### src/rtl/serial_adder_pipe_if.sv
// Request/result bundle for serial_adder_pipe.
// The sub signal exists only when SERIAL_ADDER_SUB_EN is defined.
`timescale 1ns/1ps
interface serial_adder_pipe_if #(
    parameter int unsigned WIDTH = 8
);
    logic             start;
    logic [WIDTH-1:0] a;
    logic [WIDTH-1:0] b;
    logic             cin;
`ifdef SERIAL_ADDER_SUB_EN
    logic             sub;
`endif
    logic             busy;
    logic             done;
    logic [WIDTH-1:0] sum;
    logic             cout;

    modport master (
        output start,
`ifdef SERIAL_ADDER_SUB_EN
        output sub,
`endif
        output a, b, cin,
        input  busy, done, sum, cout
    );

    modport slave (
        input  start,
`ifdef SERIAL_ADDER_SUB_EN
        input  sub,
`endif
        input  a, b, cin,
        output busy, done, sum, cout
    );
endinterface

### src/rtl/serial_adder_pipe.sv
// Multi-cycle adder: BITS_PER_CYCLE full-adder cells per clock with a registered carry.
// Define SERIAL_ADDER_SUB_EN to add a subtract mode (a + ~b + 1) selected by bus.sub.
`timescale 1ns/1ps
module serial_adder_pipe #(
    parameter int unsigned WIDTH          = 8,
    parameter int unsigned BITS_PER_CYCLE = 1
) (
    input  logic                clk,
    input  logic                rst_n,
    serial_adder_pipe_if.slave  bus
);
    localparam int unsigned STEPS = WIDTH / BITS_PER_CYCLE;
    localparam int unsigned CNT_W = (STEPS > 1) ? $clog2(STEPS) : 1;
    localparam int unsigned BPC   = BITS_PER_CYCLE;

    localparam logic [1:0] IDLE = 2'd0;
    localparam logic [1:0] RUN  = 2'd1;
    localparam logic [1:0] DONE = 2'd2;

    generate
        if (WIDTH < 2) begin : g_bad_width
            $error("serial_adder_pipe: WIDTH must be at least 2");
        end
        if ((WIDTH % BITS_PER_CYCLE) != 0) begin : g_bad_bpc
            $error("serial_adder_pipe: BITS_PER_CYCLE must divide WIDTH");
        end
    endgenerate

    logic [1:0]       state_q, state_d;
    logic [WIDTH-1:0] a_q, a_d, b_q, b_d, psum_q, psum_d, sum_q, sum_d;
    logic             carry_q, carry_d, cout_q, cout_d;
    logic [CNT_W-1:0] cnt_q, cnt_d;
    logic             busy_q, busy_d, done_q, done_d;

    logic [WIDTH-1:0] b_in;
    logic             c_in;
    logic [BPC-1:0]   slice_sum;
    logic             slice_cout;
    logic             c;

    // Subtraction is folded into capture: invert B and force the carry-in.
`ifdef SERIAL_ADDER_SUB_EN
    assign b_in = bus.sub ? ~bus.b : bus.b;
    assign c_in = bus.sub ? 1'b1 : bus.cin;
`else
    assign b_in = bus.b;
    assign c_in = bus.cin;
`endif

    // Ripple chain of full-adder cells over the low slice of the operand shifters.
    always_comb begin
        slice_sum = '0;
        c         = carry_q;
        for (int i = 0; i < int'(BPC); i++) begin
            slice_sum[i] = a_q[i] ^ b_q[i] ^ c;
            c            = (a_q[i] & b_q[i]) | (c & (a_q[i] ^ b_q[i]));
        end
        slice_cout = c;
    end

    always_comb begin
        state_d = state_q;
        a_d     = a_q;
        b_d     = b_q;
        carry_d = carry_q;
        psum_d  = psum_q;
        cnt_d   = cnt_q;
        sum_d   = sum_q;
        cout_d  = cout_q;

        case (state_q)
            IDLE, DONE: begin
                state_d = IDLE;
                if (bus.start) begin
                    a_d     = bus.a;
                    b_d     = b_in;
                    carry_d = c_in;
                    psum_d  = '0;
                    cnt_d   = '0;
                    state_d = RUN;
                end
            end
            RUN: begin
                a_d     = a_q >> BPC;
                b_d     = b_q >> BPC;
                carry_d = slice_cout;
                psum_d  = (psum_q >> BPC) | (WIDTH'(slice_sum) << (WIDTH - BPC));
                cnt_d   = CNT_W'(cnt_q + 1'b1);
                if (cnt_q == CNT_W'(STEPS - 1)) begin
                    sum_d   = psum_d;
                    cout_d  = slice_cout;
                    state_d = DONE;
                end
            end
            default: state_d = IDLE;
        endcase

        busy_d = (state_d == RUN);
        done_d = (state_d == DONE);
    end

    always_ff @(posedge clk or negedge rst_n) begin
        if (!rst_n) begin
            state_q <= IDLE;
            a_q     <= '0;
            b_q     <= '0;
            carry_q <= 1'b0;
            psum_q  <= '0;
            cnt_q   <= '0;
            sum_q   <= '0;
            cout_q  <= 1'b0;
            busy_q  <= 1'b0;
            done_q  <= 1'b0;
        end else begin
            state_q <= state_d;
            a_q     <= a_d;
            b_q     <= b_d;
            carry_q <= carry_d;
            psum_q  <= psum_d;
            cnt_q   <= cnt_d;
            sum_q   <= sum_d;
            cout_q  <= cout_d;
            busy_q  <= busy_d;
            done_q  <= done_d;
        end
    end

    assign bus.busy = busy_q;
    assign bus.done = done_q;
    assign bus.sum  = sum_q;
    assign bus.cout = cout_q;
endmodule

### src/flat_wrapper.sv
// flat-port wrapper written by rule: the top's interface ports become plain ports
module serial_adder_pipe_flat 
#(
    parameter int unsigned WIDTH          = 8,
    parameter int unsigned BITS_PER_CYCLE = 1
)
  (clk, rst_n, bus_start, bus_a, bus_b, bus_cin, bus_busy, bus_done, bus_sum, bus_cout);
  serial_adder_pipe_if #(.WIDTH(WIDTH)) bus_i ();
  input  logic clk;
  input  logic rst_n;
  input wire logic [$bits(bus_i.start)-1:0] bus_start;
  input wire logic [$bits(bus_i.a)-1:0] bus_a;
  input wire logic [$bits(bus_i.b)-1:0] bus_b;
  input wire logic [$bits(bus_i.cin)-1:0] bus_cin;
  output wire logic [$bits(bus_i.busy)-1:0] bus_busy;
  output wire logic [$bits(bus_i.done)-1:0] bus_done;
  output wire logic [$bits(bus_i.sum)-1:0] bus_sum;
  output wire logic [$bits(bus_i.cout)-1:0] bus_cout;
  assign bus_i.start = bus_start;
  assign bus_i.a = bus_a;
  assign bus_i.b = bus_b;
  assign bus_i.cin = bus_cin;
  assign bus_busy = bus_i.busy;
  assign bus_done = bus_i.done;
  assign bus_sum = bus_i.sum;
  assign bus_cout = bus_i.cout;
  serial_adder_pipe #(.WIDTH(WIDTH), .BITS_PER_CYCLE(BITS_PER_CYCLE)) u_core (.clk(clk), .rst_n(rst_n), .bus(bus_i));
endmodule
### config.mk
export PLATFORM = sky130hd
export DESIGN_NAME = serial_adder_pipe_flat
export DESIGN_NICKNAME = d
export VERILOG_FILES = /design/src/rtl/serial_adder_pipe_if.sv /design/src/rtl/serial_adder_pipe.sv /design/src/flat_wrapper.sv
export SDC_FILE = /design/constraint.sdc
export NUM_CORES = 1
export LEC_CHECK = 0
export ABC_CLOCK_PERIOD_IN_PS = 2000
export BUFFER_PORTS_ARGS = -buffer_cell sky130_fd_sc_hd__buf_4
export CORE_AREA = 2 2 93 95
export CTS_BUF_LIST = sky130_fd_sc_hd__clkbuf_8 sky130_fd_sc_hd__clkbuf_16
export CTS_CLUSTER_DIAMETER = 30
export DETAILED_ROUTE_END_ITERATION = 10
export DIE_AREA = 0 0 95 97
export MAX_ROUTING_LAYER = met4
export SLEW_MARGIN = 15
export SYNTH_ARGS = -nofsm -noshare
export SYNTH_HDL_FRONTEND = slang
export SYNTH_SLANG_ARGS = --single-unit
### constraint.sdc
create_clock -name clk -period 2 [get_ports clk]
set_input_delay 0.1 -clock clk [delete_from_list [all_inputs] [get_ports clk]]
set_output_delay 0.1 -clock clk [all_outputs]
set_load 0.03 [all_outputs]
* After elaboration in Yosys (flattened, before gate mapping)
Cells that the tools add are included.
Cells by class: equal/unequal tests 6, $mul 0, bitwise logic cells 6, add/sub/neg operators 1, magnitude comparators 0, reduce and logical (&&, ||, !) cells 5, mux-type cells 13, div/mod/pow operators 0, shift operators 0
Operators with widths (count):
- one-hot mux 8 bit (2 select lines) | 3
- two-way mux 8 bit | 3
- OR 7 x 8 -> 8 bit | 1
- one-hot mux 3 bit (2 select lines) | 1
- equality test 2 x 1 -> 1 bit, second input constant | 2
- equality test 2 bit, second input constant | 2
- one-hot mux 2 bit (2 select lines) | 1
- AND reduction 2 bit | 2
- adder 3 x 1 -> 3 bit, second input constant | 1
- equality test 3 bit, second input constant | 1
- two-way mux 3 bit | 1
- bitwise AND 1 bit | 2
- logical NOT 2 bit | 1
- two-way mux 1 bit | 2
- two-way mux 2 bit | 1
- != test 2 bit, second input constant | 1
- one-hot mux 1 bit (2 select lines) | 1
- nonzero test 2 bit | 1
- OR reduction 2 bit | 1
- XOR 1 bit | 2
- OR 1 bit | 1
Storage, ports and cells: flip-flop bits (word level) 41, input bits 20, RAM bits 0, bits in latches 0, memories 0, output and inout bits 11, bits in read-only memories 0

* Longest topological paths before layout
Gate-level depths: netlist of run 1.
depth in word-level cells 4, mapped depth 6, mapped depth without buffers 5

* Least setup slack after synthesis of run 1
No wires, ideal clock.
kind flip-flop to flip-flop, from register u_core.cnt_q[0], to register u_core.sum_q[4] (netlist: u_core.bus.sum[4]), stages on the path, launching flop included 6, setup time 0.125 ns, slack 0.555 ns, buffers on the path 1, data arrival time 1.320 ns, data required time 1.875 ns, path through dfrtp_1 > ha_1 > ha_1 > nand3b_4 > buf_6 > mux2_4
On the way: longest elaborated chain between the ends 2
RTL lines:
- start, declared | line serial_adder_pipe.sv:32 | logic [CNT_W-1:0] cnt_q, cnt_d;
- start signal, assigned | line serial_adder_pipe.sv:120 | cnt_q <= cnt_d;
- equality test 3 bit | line serial_adder_pipe.sv:89 | if (cnt_q == CNT_W'(STEPS - 1)) begin
- AND reduction 2 bit (no line)
- end signal, assigned | line serial_adder_pipe.sv:121 | sum_q <= sum_d;
- end, declared | line serial_adder_pipe.sv:30 | logic [WIDTH-1:0] a_q, a_d, b_q, b_d, psum_q, psum_d, sum_q, sum_d;
Every way passes these cells. A chain may end at the register's enable or synchronous reset.

* Worst setup path after layout of run 1
from register u_core.cnt_q[0], to register u_core.sum_q[2] (netlist: u_core.bus.sum[2])
Same word-level chain as after synthesis.

==> flow_metrics.env, run 1 <==
export IMPL_status="finished clean"
export IMPL_core_region_area_um2=8130
export IMPL_grt_use_total_pct=8.74
export IMPL_rsz0062_at_grt="no"
export IMPL_die_area_um2=9220
export IMPL_drv_cap=0
export IMPL_utilization_pct=29.2
export IMPL_drc_errors=0
export IMPL_finalMaxSlewViolations=0
export IMPL_whs_ns=0.0775
export IMPL_async_reset_ff_share_pct=100
export IMPL_clockBufferDepth=2
export IMPL_insertion_delay_ns=0.29
export IMPL_finalSetupTns_ns=0
export IMPL_antenna_found_initial=0
export IMPL_fill_cells=835
export IMPL_seqCellArea_um2=1000
export IMPL_fin_skew_ns=0.0102
export IMPL_chipHeight_um=97
export IMPL_synth_top_area_share_pct=50.5
export IMPL_r2r_slack_ns=0.48
export IMPL_clkSlewWorstSetupHoldPaths_ns=0.08
export IMPL_setup_worst_path_start_class="flip-flop"
export IMPL_grt_ovfl_total=0
export IMPL_routedWlPerCell_um=12.3
export IMPL_cts_root_buffer="clkbuf_8"
export IMPL_hold_viol=0
export IMPL_synth_top_cell_by_area="dfrtp_1"
export IMPL_syn_area_um2=1980
export IMPL_r2r_cells=4
export IMPL_finalPower_mw=3.41
export IMPL_fmax_mhz=659
export IMPL_arrival_ns=1.69
export IMPL_die_w_um=95
export IMPL_hp_start="bus_a[5]"
export IMPL_post_cts_buffers=0
export IMPL_slowest_delay_ns=0.42
export IMPL_cp_slowest_cell="dfrtp_1"
export IMPL_yosysUniqueCellTypes=22
export IMPL_gp_congestion=0.702
export IMPL_yosysWarnings=0
export IMPL_grt_pass1_vias=1290
export IMPL_ios=31
export IMPL_cts_sinks=40
export IMPL_cts_buffers=5
export IMPL_vdd_drop_max_mv=0.406
export IMPL_synth_common_cells="dfrtp_1, mux2i_1, a21oi_1, a211oi_1, nor2b_1"
export IMPL_cpLargestDelayFamily="adder cells"
export IMPL_synth_nets=189
export IMPL_syn_to_final_growth_pct=19.9
export IMPL_crit_buf_inv=0
export IMPL_cts_tree="done"
export IMPL_std_cell_rows=33
export IMPL_drtAntennaViolNets=0
export IMPL_p_per_area_nw_per_um2=1430
export IMPL_drt_pass1_iterations=6
export IMPL_wirelength_um=3710
export IMPL_port_buffers=30
export IMPL_relSlewSlack_pct=64.2
export IMPL_viasPerCell=4.40
export IMPL_power_leakage_nw=1.06
export IMPL_synth_edf_count=0
export IMPL_ctsHoldBuffers=1
export IMPL_avgSynthCellArea_um2=11.9
export IMPL_drive_gt1_share_pct=29.4
export IMPL_required_ns=2.17
export IMPL_ys_flop_type="dfrtp_1"
export IMPL_antenna_cells=0
export IMPL_grt_max_degree=41
export IMPL_multi_input_area_um2=863
export IMPL_synth_most_common_cell="dfrtp_1"
export IMPL_cts_max_level=2
export IMPL_grt_pass1_wl_um=6270
export IMPL_critPathCaptureType="flip-flop"
export IMPL_holdPathStages=3
export IMPL_ys_seq_area_share_pct=50.5
export IMPL_period_needed_ns=1.52
export IMPL_finalSetupViolCount=0
export IMPL_cp_max_fo=14
export IMPL_setup_worst_path_class="flip-flop to flip-flop"
export IMPL_nets=219
export IMPL_place_hpwl_um=2370
export IMPL_min_to="u_core.a_q[5]"
export IMPL_worstReg2RegStart="u_core.cnt_q[0]"
export IMPL_period_share_pct=75.9
export IMPL_ys_top_cells_by_area="dfrtp_1, mux2i_1, mux2_2"
export IMPL_cts_resized=0
export IMPL_synth_seq_cells=40
export IMPL_via_count=1328
export IMPL_crit_top_cell="ha_1"
export IMPL_drt_iter0_markers=39
export IMPL_initial_core_util_pct=24.4
export IMPL_synth_cells=166
export IMPL_crit_chain="ha_1 > ha_1 > nand3b_4 > mux2_2"
export IMPL_worstMarginPinSlew_ns=0.537
export IMPL_r2r_end="u_core.bus.sum[2]"
export IMPL_hold_path_class="input port to flip-flop"
power by group:
group	internal, mW	leakage (nW)	switching (mW)
Combinational	0.729	0.512	0.697
Clock	0.276	0.0510	0.285
Sequential	1.17	0.495	0.257
stage by stage:
| step | instances | area, um^2 | setup WS [ns] |
|---|---|---|---|
| final | 302 | 2380 | 0.482 |
| after global routing | 302 | 2380 | 0.406 |
| after CTS | 302 | 2380 | 0.479 |
| after detailed placement | 293 | 2270 | 0.505 |
| after global placement | 293 | 2270 | 0.527 |
| after floorplan | 166 | 1980 | 0.555 |
worst max path at each step:
| stage | to | slack [ns] | start | cells after the start |
|---|---|---|---|---|
| 2_1_floorplan | u_core.bus.sum[4] | 0.55 | u_core.cnt_q[0] | 5 |
| 3_3_place_gp | u_core.bus.sum[3] | 0.53 | u_core.cnt_q[0] | 4 |
| 3_5_place_dp | u_core.bus.sum[2] | 0.50 | u_core.cnt_q[0] | 4 |
| 4_1_cts | u_core.bus.sum[2] | 0.48 | u_core.state_q[1] | 3 |
| 5_1_grt | u_core.bus.sum[2] | 0.41 | u_core.state_q[1] | 3 |
| 6_report | u_core.bus.sum[2] | 0.48 | u_core.cnt_q[0] | 4 |
cell type report:
cell class | instances | share of cell area, %
multi-input cells | 108 | 36.3
clock buffers | 6 | 3.48
inverters | 6 | 0.948
flip-flops and latches | 40 | 42.1
well taps | 105 | 5.53
clock inverters | 2 | 0.421
repair buffers | 35 | 11.2
tightest hold or removal path, stage by stage:
cell and delay [ns]:
buf_4 0.07, a211oi_1 0.05, a21oi_1 0.10
sequential cells by signal, indices dropped and copies added (netlist names), 2 cells and up:
name	cells
u_core.cnt_q	3
u_core.b_q	8
u_core.a_q	8
u_core.psum_q	7
u_core.state_q	2
u_core.bus.sum	8
placed cells by master (no fill, tap or decap), drive strengths merged, types with 3 or more instances in the layout:
| master | netlist | final |
|---|---|---|
| mux2 | 15 | 15 |
| a21oi | 16 | 16 |
| buf | 12 | 34 |
| o21ai | 6 | 6 |
| dfrtp | 40 | 40 |
| nor2b | 15 | 15 |
| inv | 6 | 6 |
| mux2i | 17 | 17 |
| a211oi | 15 | 15 |
| nand2 | 4 | 4 |
| nor2 | 3 | 3 |
| a22o | 10 | 10 |
| clkbuf | 0 | 6 |
metal layers:
metal	track usage [%]	wire length [um]	vias to the layer above
met5	-	0	-
met3	2.57	163	2
met2	13.3	1760	28
met4	1.67	10	0
met1	11.6	1780	642
li1	-	-	656
cells by family (layout without fill, tap and decap cells):
group	Yosys count	in the layout	share of synthesized area, %
xor gates and xnor gates	1	1	0.442
AOI/OAI and AO/OA	47	47	15.7
DFF	40	40	50.5
buffers and inverters	18	49	5.93
muxes	32	32	17.5
and+or+nand+nor	25	25	7.70
adders and majority gates	3	3	2.27
No activity file was read; power rests on OpenSTA's default activity.
==> run 2: changes to the inputs <==
- ABC_CLOCK_PERIOD_IN_PS: 2000 -> 1440
- clock period: 2 -> 1.44 ns (I/O delays scaled with it)
==> run 2 against run 1 <==
  * Combinational power grew 48%
  * Hold slack lost 0.024 ns
  * Routed wire length shrank 2.6%
  * Critical endpoint is now u_core.cnt_q[2]
  * Critical path type unchanged
  * Final cell count grew 1.7%
  * Sequential power grew 39%
  * Fmax grew 9.5%
  * Die area is the same
==> flow_metrics.env, run 2 (synthesized netlist as in run 1, its figures left out) <==
export IMPL_setup_worst_path_start_class="flip-flop"
export IMPL_chipHeight_um=97
export IMPL_period_needed_ns=1.39
export IMPL_place_inst=297
export IMPL_worstReg2RegStart="u_core.cnt_q[0]"
export IMPL_cts_max_level=2
export IMPL_power_leakage_nw=1.09
export IMPL_clockBufferDepth=2
export IMPL_status="finished clean"
export IMPL_crit_start="u_core.cnt_q[0]"
export IMPL_initial_core_util_pct=24.4
export IMPL_r2r_slack_ns=0.05
export IMPL_critPathCaptureType="flip-flop"
export IMPL_grt_max_degree=41
export IMPL_use_met3_pct=2.34
export IMPL_viasPerCell=4.32
export IMPL_core_region_area_um2=8130
export IMPL_wirelength_um=3610
export IMPL_holdPathStages=3
export IMPL_gp_congestion=0.683
export IMPL_grt_pass1_vias=1267
export IMPL_grt_pass1_wl_um=6150
export IMPL_relSlewSlack_pct=65.7
export IMPL_clkSlewWorstSetupHoldPaths_ns=0.07
export IMPL_place_hpwl_um=2430
export IMPL_routedWlPerCell_um=11.8
export IMPL_grt_use_met2_pct=12.9
export IMPL_drv_cap=0
export IMPL_use_met1_pct=11.7
export IMPL_std_cell_rows=33
export IMPL_cts_buffers=5
export IMPL_rsz0062_at_grt="yes"
export IMPL_drive_gt1_share_pct=30.7
export IMPL_cts_root_buffer="clkbuf_8"
export IMPL_layout_common_cells="dfrtp_1, buf_4, mux2i_1"
export IMPL_layout_commonest_cell="dfrtp_1"
export IMPL_drt_iter0_markers=52
export IMPL_hold_viol=0
export IMPL_utilization_pct=30.0
export IMPL_setup_worst_path_class="flip-flop to flip-flop"
export IMPL_fmax_mhz=721
export IMPL_port_buffers=30
export IMPL_hp_start="bus_a[0]"
export IMPL_required_ns=1.62
export IMPL_busiest_layer="met2"
export IMPL_grt_use_total_pct=8.69
export IMPL_whs_ns=0.0538
export IMPL_worstMarginPinSlew_ns=0.515
export IMPL_drtAntennaViolNets=0
export IMPL_antenna_found_initial=0
export IMPL_period_share_pct=96.3
export IMPL_final_cells=307
export IMPL_antenna_cells=0
export IMPL_drt_pass1_iterations=4
export IMPL_grt_ovfl_total=0
export IMPL_fin_skew_ns=0.00293
export IMPL_arrival_ns=1.56
export IMPL_p_per_area_nw_per_um2=1980
export IMPL_cp_max_fo=2
export IMPL_hold_path_class="input port to flip-flop"
export IMPL_die_w_um=95
export IMPL_ios=31
export IMPL_cts_tree="done"
export IMPL_insertion_delay_ns=0.28
export IMPL_cts_sinks=40
export IMPL_r2r_cells=4
export IMPL_finalSetupViolCount=0
export IMPL_die_area_um2=9220
export IMPL_syn_to_final_growth_pct=23.0
export IMPL_finalMaxSlewViolations=0
export IMPL_vdd_drop_max_mv=0.697
export IMPL_via_count=1325
export IMPL_drc_errors=0
export IMPL_nets=224
## run 2: cell types whose count changed in the layout (fill, tap and decap cells not counted), sizes merged
cell,before,now
inv,6,8
clkinv,2,0
buf,34,39
## run 2: repair_timing
action                                  4_1_cts  5_1_grt
gates resized for setup                       0        1
hold buffers                                  1        0
endpoints found under the setup margin        0        5
buffers inserted                              0        1
endpoints found under the hold margin        40        0
## run 2: cell type report
type | count | area [um^2]
Sequential cell | 40 | 1000
Fill cell | 836 | 5700
Multi-Input combinational cell | 108 | 866
Tap cell | 105 | 131
Timing Repair Buffer | 40 | 328
Inverter | 6 | 22.5
Clock inverter | 2 | 7.51
Clock buffer | 6 | 82.6
## run 2: worst max-delay path, cell delays in order, from the launching register on
cell and delay (ns):
dfrtp_1 0.39, ha_1 0.20, ha_2 0.24, mux2_2 0.26
a22o_1 0.18
## run 2: final timing paths
path / endpoint
hold reg to reg: u_core.bus.sum[7]
min in group asynchronous: u_core.bus.sum[2]
setup reg to reg: u_core.cnt_q[2]
setup / recovery: u_core.cnt_q[2]
hold / removal: u_core.a_q[0]
max in group asynchronous: u_core.b_q[6]
## run 2: power by group
part	leakage (nW)	switching [mW]	internal, mW
clock network	0.0538	0.371	0.377
logic	0.543	0.996	1.12
registers	0.495	0.350	1.62
total	1.09	1.72	3.11
## run 2: stage by stage
stage / area [um^2] / TNS [ns] / setup WS (ns) / power [mW]
2_1_floorplan: 1980 / 0 / 0.0297 / 3.50
3_3_place_gp: 2330 / 0 / 0.0829 / 4.05
3_5_place_dp: 2330 / 0 / 0.0447 / 4.11
4_1_cts: 2430 / 0 / 0.0318 / 4.89
5_1_grt: 2440 / -0.00403 / -0.00305 / 5.23
6_report: 2440 / 0 / 0.0538 / 4.83
## run 2: layer usage
metal / wire length [um] / up-vias
li1: - / 665
met1: 1690 / 627
met2: 1740 / 28
met3: 157 / 5
met4: 28 / 0
met5: 0 / -
